===== src/rtl/sweep_pkg.sv =====
// Shared definitions for the sweep sequencer.
//   SWEEP_WIDTH   : default counter / bound width
//   SWEEP_PASS_W  : default width of the pass-count field
//   sweep_state_e : sequencer state encoding
package sweep_pkg;

  localparam int unsigned SWEEP_WIDTH  = 8;
  localparam int unsigned SWEEP_PASS_W = 4;

  typedef enum logic [2:0] {
    IDLE  = 3'd0,
    CLEAR = 3'd1,
    SEEK  = 3'd2,
    UP    = 3'd3,
    DOWN  = 3'd4,
    DONE  = 3'd5
  } sweep_state_e;

endpackage


===== src/rtl/sweep_ctrl.sv =====
// Sweep sequencer: takes a (lo, hi, passes) command and steers an external
// up/down counter so that its value traces lo->hi->lo triangles for the
// requested number of passes, then pulses done.
//
// Handshake: a command transfers on a rising edge where cmd_valid and
// cmd_ready are both high; cmd_ready is high only in IDLE, so commands
// presented at any other time are simply not taken.
//
// Ports:
//   clk, rst_n          : clock, asynchronous active-low reset
//   cmd_valid/cmd_ready : command handshake
//   cmd_lo/cmd_hi       : sweep bounds (unsigned, lo <= hi required)
//   cmd_passes          : number of full passes (0 is rejected)
//   abort               : stop the active sweep, counter holds its value
//   ctr_value           : registered counter output fed back
//   ctr_rst/ctr_enable/ctr_direction : counter controls (combinational)
//   busy                : sequencer not in IDLE
//   done / err          : one-cycle registered completion / reject pulses
//   pass_cnt            : passes completed in the current / last sweep
//   dbg_state_o         : current state, for observation only
module sweep_ctrl
  import sweep_pkg::*;
#(
  parameter int unsigned WIDTH  = SWEEP_WIDTH,
  parameter int unsigned PASS_W = SWEEP_PASS_W
) (
  input  logic              clk,
  input  logic              rst_n,
  input  logic              cmd_valid,
  output logic              cmd_ready,
  input  logic [WIDTH-1:0]  cmd_lo,
  input  logic [WIDTH-1:0]  cmd_hi,
  input  logic [PASS_W-1:0] cmd_passes,
  input  logic              abort,
  input  logic [WIDTH-1:0]  ctr_value,
  output logic              ctr_rst,
  output logic              ctr_enable,
  output logic              ctr_direction,
  output logic              busy,
  output logic              done,
  output logic              err,
  output logic [PASS_W-1:0] pass_cnt,
  output sweep_state_e      dbg_state_o
);

  sweep_state_e      state_q, state_d;
  logic [WIDTH-1:0]  lo_q, lo_d;
  logic [WIDTH-1:0]  hi_q, hi_d;
  logic [PASS_W-1:0] rem_q, rem_d;
  logic [PASS_W-1:0] pass_cnt_q, pass_cnt_d;
  logic              done_q, done_d;
  logic              err_q, err_d;

  always_comb begin
    state_d       = state_q;
    lo_d          = lo_q;
    hi_d          = hi_q;
    rem_d         = rem_q;
    pass_cnt_d    = pass_cnt_q;
    err_d         = 1'b0;
    ctr_rst       = 1'b0;
    ctr_enable    = 1'b0;
    ctr_direction = 1'b0;

    case (state_q)
      IDLE: begin
        if (cmd_valid) begin
          if ((cmd_lo > cmd_hi) || (cmd_passes == '0)) begin
            err_d = 1'b1;
          end else begin
            lo_d       = cmd_lo;
            hi_d       = cmd_hi;
            rem_d      = cmd_passes;
            pass_cnt_d = '0;
            state_d    = CLEAR;
          end
        end
      end

      CLEAR: begin
        ctr_rst = 1'b1;
        state_d = SEEK;
      end

      // Climb from 0 to lo; the cycle that sees lo is a hold cycle.
      SEEK: begin
        if (ctr_value != lo_q) begin
          ctr_enable    = 1'b1;
          ctr_direction = 1'b1;
        end else begin
          state_d = UP;
        end
      end

      UP: begin
        if (lo_q == hi_q) begin
          // Degenerate sweep: every cycle here completes one pass with
          // the counter parked at lo.
          pass_cnt_d = pass_cnt_q + PASS_W'(1);
          rem_d      = rem_q - PASS_W'(1);
          state_d    = (rem_q > PASS_W'(1)) ? UP : DONE;
        end else if (ctr_value != hi_q) begin
          ctr_enable    = 1'b1;
          ctr_direction = 1'b1;
        end else begin
          // Turn around immediately so hi is visited for one cycle only.
          ctr_enable    = 1'b1;
          ctr_direction = 1'b0;
          state_d       = DOWN;
        end
      end

      DOWN: begin
        if (ctr_value != lo_q) begin
          ctr_enable    = 1'b1;
          ctr_direction = 1'b0;
        end else begin
          pass_cnt_d = pass_cnt_q + PASS_W'(1);
          rem_d      = rem_q - PASS_W'(1);
          if (rem_q > PASS_W'(1)) begin
            ctr_enable    = 1'b1;
            ctr_direction = 1'b1;
            state_d       = UP;
          end else begin
            state_d = DONE;
          end
        end
      end

      DONE: begin
        state_d = IDLE;
      end

      default: begin
        state_d = IDLE;
      end
    endcase

    // Abort wins over everything outside IDLE: freeze the counter and keep
    // whatever partial pass count has accumulated.
    if (abort && (state_q != IDLE)) begin
      state_d       = IDLE;
      rem_d         = rem_q;
      pass_cnt_d    = pass_cnt_q;
      ctr_rst       = 1'b0;
      ctr_enable    = 1'b0;
      ctr_direction = 1'b0;
    end

    // DONE is always left after one cycle, so this yields a single pulse.
    done_d = (state_d == DONE);
  end

  always_ff @(posedge clk or negedge rst_n) begin
    if (!rst_n) begin
      state_q    <= IDLE;
      lo_q       <= '0;
      hi_q       <= '0;
      rem_q      <= '0;
      pass_cnt_q <= '0;
      done_q     <= 1'b0;
      err_q      <= 1'b0;
    end else begin
      state_q    <= state_d;
      lo_q       <= lo_d;
      hi_q       <= hi_d;
      rem_q      <= rem_d;
      pass_cnt_q <= pass_cnt_d;
      done_q     <= done_d;
      err_q      <= err_d;
    end
  end

  assign cmd_ready   = (state_q == IDLE);
  assign busy        = (state_q != IDLE);
  assign done        = done_q;
  assign err         = err_q;
  assign pass_cnt    = pass_cnt_q;
  assign dbg_state_o = state_q;

endmodule


===== config.mk =====
export PLATFORM = sky130hd
export DESIGN_NAME = sweep_ctrl
export DESIGN_NICKNAME = d
export VERILOG_FILES = /design/src/rtl/sweep_pkg.sv /design/src/rtl/sweep_ctrl.sv
export SDC_FILE = /design/constraint.sdc
export NUM_CORES = 1
export LEC_CHECK = 0
export BUFFER_PORTS_ARGS = -buffer_cell sky130_fd_sc_hd__buf_2
export CAP_MARGIN = 30
export CORE_MARGIN = 10
export CORE_UTILIZATION = 40
export CTS_BUF_LIST = sky130_fd_sc_hd__clkbuf_8
export DETAILED_ROUTE_END_ITERATION = 8
export GPL_TIMING_DRIVEN = 0
export SYNTH_ARGS = -nofsm -noshare
export SYNTH_HDL_FRONTEND = slang
export SYNTH_SLANG_ARGS = --single-unit

===== constraint.sdc =====
create_clock -name clk -period 5.25 [get_ports clk]
set_input_delay 0.2625 -clock clk [delete_from_list [all_inputs] [get_ports clk]]
set_output_delay 0.2625 -clock clk [all_outputs]
set_load 0.03 [all_outputs]

==> results_dict.tcl <==
set metrics [dict create \
    status "complete, no violations" \
    synth_cell_types 44 \
    drtIter0Drc 50 \
    antenna_found_initial 0 \
    fp.coreArea_um2 4820 \
    clkTransAtPathRegs_ns 0.07 \
    n_antenna_cell 0 \
    setup_violations 0 \
    viasPerCell 4.97 \
    first_pass_iters 4 \
    ys_warn_count 0 \
    max-clock-path-buffers 2 \
    setup_tns_ns 0 \
    cts_root_buffer "clkbuf_8" \
    syn_area_um2 2020 \
    synth_edf_count 0 \
    start_util_pct 41.9 \
    rsz0062_at_grt "false" \
    async_flop_share_pct 100 \
    placed_cells 320 \
    mostFrequentLayoutCells "buf_2 (46), dfrtp_1 (29), xor2_1 (24)" \
    die_y_um 91.1 \
    place_hpwl_um 3900 \
    cts_sinks 29 \
    htreeDepth 2 \
    syn-num-nets 251 \
    dieArea_um2 8290 \
    syn_inst 208 \
    fp-row-count 25 \
    ir_worst_vdd_mv 0.177 \
    fin_skew_ns 0.00613 \
    timing.hold.ws_ns 0.0158 \
    stdcell_count 327 \
    arrival_ns 2.25 \
    drcViolationCount 0 \
    finalCriticalPeriod_ns 2.52 \
    required_ns 4.99 \
    track_usage_pct 12.3 \
    nFillCells 499 \
    end_kind "output port" \
    drive_above_1_share_pct 28.8 \
    cp-start-kind "flip-flop" \
    nets 303 \
    hold_buffers 0 \
    ant_nets 0 \
    post_drt_wl_per_cell_um 15.0 \
    dieWidth_um 91.1 \
    grt_pass1_wl_um 8370 \
    hold_viol 0 \
    layout.cells.most_common "buf_2" \
    worstMarginPinSlew_ns 0.676 \
    min_path_type "input pin to asynchronous set/reset pin" \
    fmax_ghz 0.398 \
    num_io_pins 46 \
    ys_ff_latch 29 \
    worstSetupPathType "flip-flop to output port" \
    grt_max_degree 30 \
    grt_pass1_vias 1713 \
    drv_cap 0 \
    vias 1624 \
    cts_tree "done" \
    p_per_area_nw_per_um2 409 \
    synth_ff_type "dfrtp_1" \
    globalplace.congestion 0.841 \
    utilization_pct 50.2 \
    ys_seq_area_share_pct 35.9 \
    syn_to_final_growth_pct 19.6 \
    cts_setup_buffers 0 \
    grt_overflow 0 \
    clk_latency_ns 0.28 \
    cellLeakagePower_nw 1.20 \
    finalCritPeriodShare_pct 47.9 \
    cts-resized-gates 0 \
    relSlewSlack_pct 54.9 \
    syn_avg_cell_area_um2 9.71 \
    drt-total-wl_um 4890 \
    finalMaxSlewViolations 0 \
    cp_max_fo 5 \
    portBuffers 45 \
    cts_buffers 5 \
]
## through the flow
step	setup slack (ns)	cell area (um2)	power, mW
6_report	2.73	2420	0.988
5_1_grt	2.58	2420	1.06
4_1_cts	2.78	2420	0.999
3_5_place_dp	2.88	2330	0.809
3_3_place_gp	2.89	2330	0.802
2_1_floorplan	2.87	2020	0.700
## cells by family after synthesis
logic type      share of synthesized area (%)
simple gates                             19.4
compound gates                           13.8
flops                                    35.9
xor+xnor                                 10.4
buf+inv                                  5.32
mux                                      7.86
fa+ha+maj                                7.31
## layer usage
metal	global-route usage [%]	wire length [um]	vias up
li1	-	-	837
met1	15.7	2450	735
met2	18.4	2080	46
met3	4.77	295	6
met4	4.31	65	0
met5	0	0	-
## worst max-delay path, cell delays in order, from the launching register on
cell and delay [ns]:
dfrtp_1 0.42, xor2_1 0.18, nor4_1 0.45, nand2_1 0.24, and3_1 0.22, o21ai_0 0.20, a21oi_1 0.09, buf_2 0.18
## power by group
| group | leakage, nW | internal [mW] | total [mW] | switching (mW) |
|---|---|---|---|---|
| Clock | 0.0485 | 0.102 | 0.185 | 0.0836 |
| Sequential | 0.361 | 0.300 | 0.390 | 0.0898 |
| Combinational | 0.788 | 0.191 | 0.412 | 0.221 |
## state kept, by name, indices dropped and copies added (netlist names)
| register | count |
|---|---|
| hi_q | 8 |
| lo_q | 8 |
| done | 1 |
| rem_q | 4 |
| dbg_state_o | 3 |
| err | 1 |
| pass_cnt | 4 |
## Yosys cell counts (2+ instances only)
library cell  instances  area [um2]
mux2_4                7         105
ha_1                 11         138
o221a_1               2        22.5
nor4_1                6        37.5
mux2i_1               2        20.0
nor4_4                2        42.5
a2bb2oi_1             2        17.5
nor2_1               14        52.6
nor3_1                5        25.0
nor2b_1               2        12.5
o21ai_1               4        20.0
o22a_1                2        17.5
nand4_1               2        12.5
nand2_2               2        12.5
nand3_1               4        20.0
mux2_2                2        22.5
dfrtp_1              29         726
inv_1                14        52.6
o21a_1                2        15.0
a21oi_1              10        50.1
nand2b_1              4        25.0
o21ai_0              11        55.1
xor2_1               24         210
nand2_1              20        75.1
buf_6                 2        22.5
a31oi_1               4        25.0
clkbuf_1              2        7.51
## layout make-up
type	instances	area [um2]	share of cell area [%]
Buffer	6	55.1	2.28
Tap cell	67	83.8	3.47
Clock buffer	6	82.6	3.42
Clock inverter	1	3.75	0.155
Sequential cell	29	726	30.0
Inverter	14	52.6	2.18
Timing Repair Buffer	45	225	9.32
Multi-Input combinational cell	159	1190	49.1
## path summary, 6_finish.rpt
kind	start	end	slack (ns)	depth (start not counted)
max	lo_q[3]	ctr_direction	2.73	7
min	rst_n	rem_q[3]	0.02	1
max reg2reg	lo_q[3]	pass_cnt[0]	2.88	6
min reg2reg	pass_cnt[3]	pass_cnt[3]	0.54	2
max in group asynchronous	rst_n	pass_cnt[3]	4.80	1
min in group clk	cmd_hi[0]	hi_q[0]	0.23	2
No activity file was read; power rests on OpenSTA's default activity.
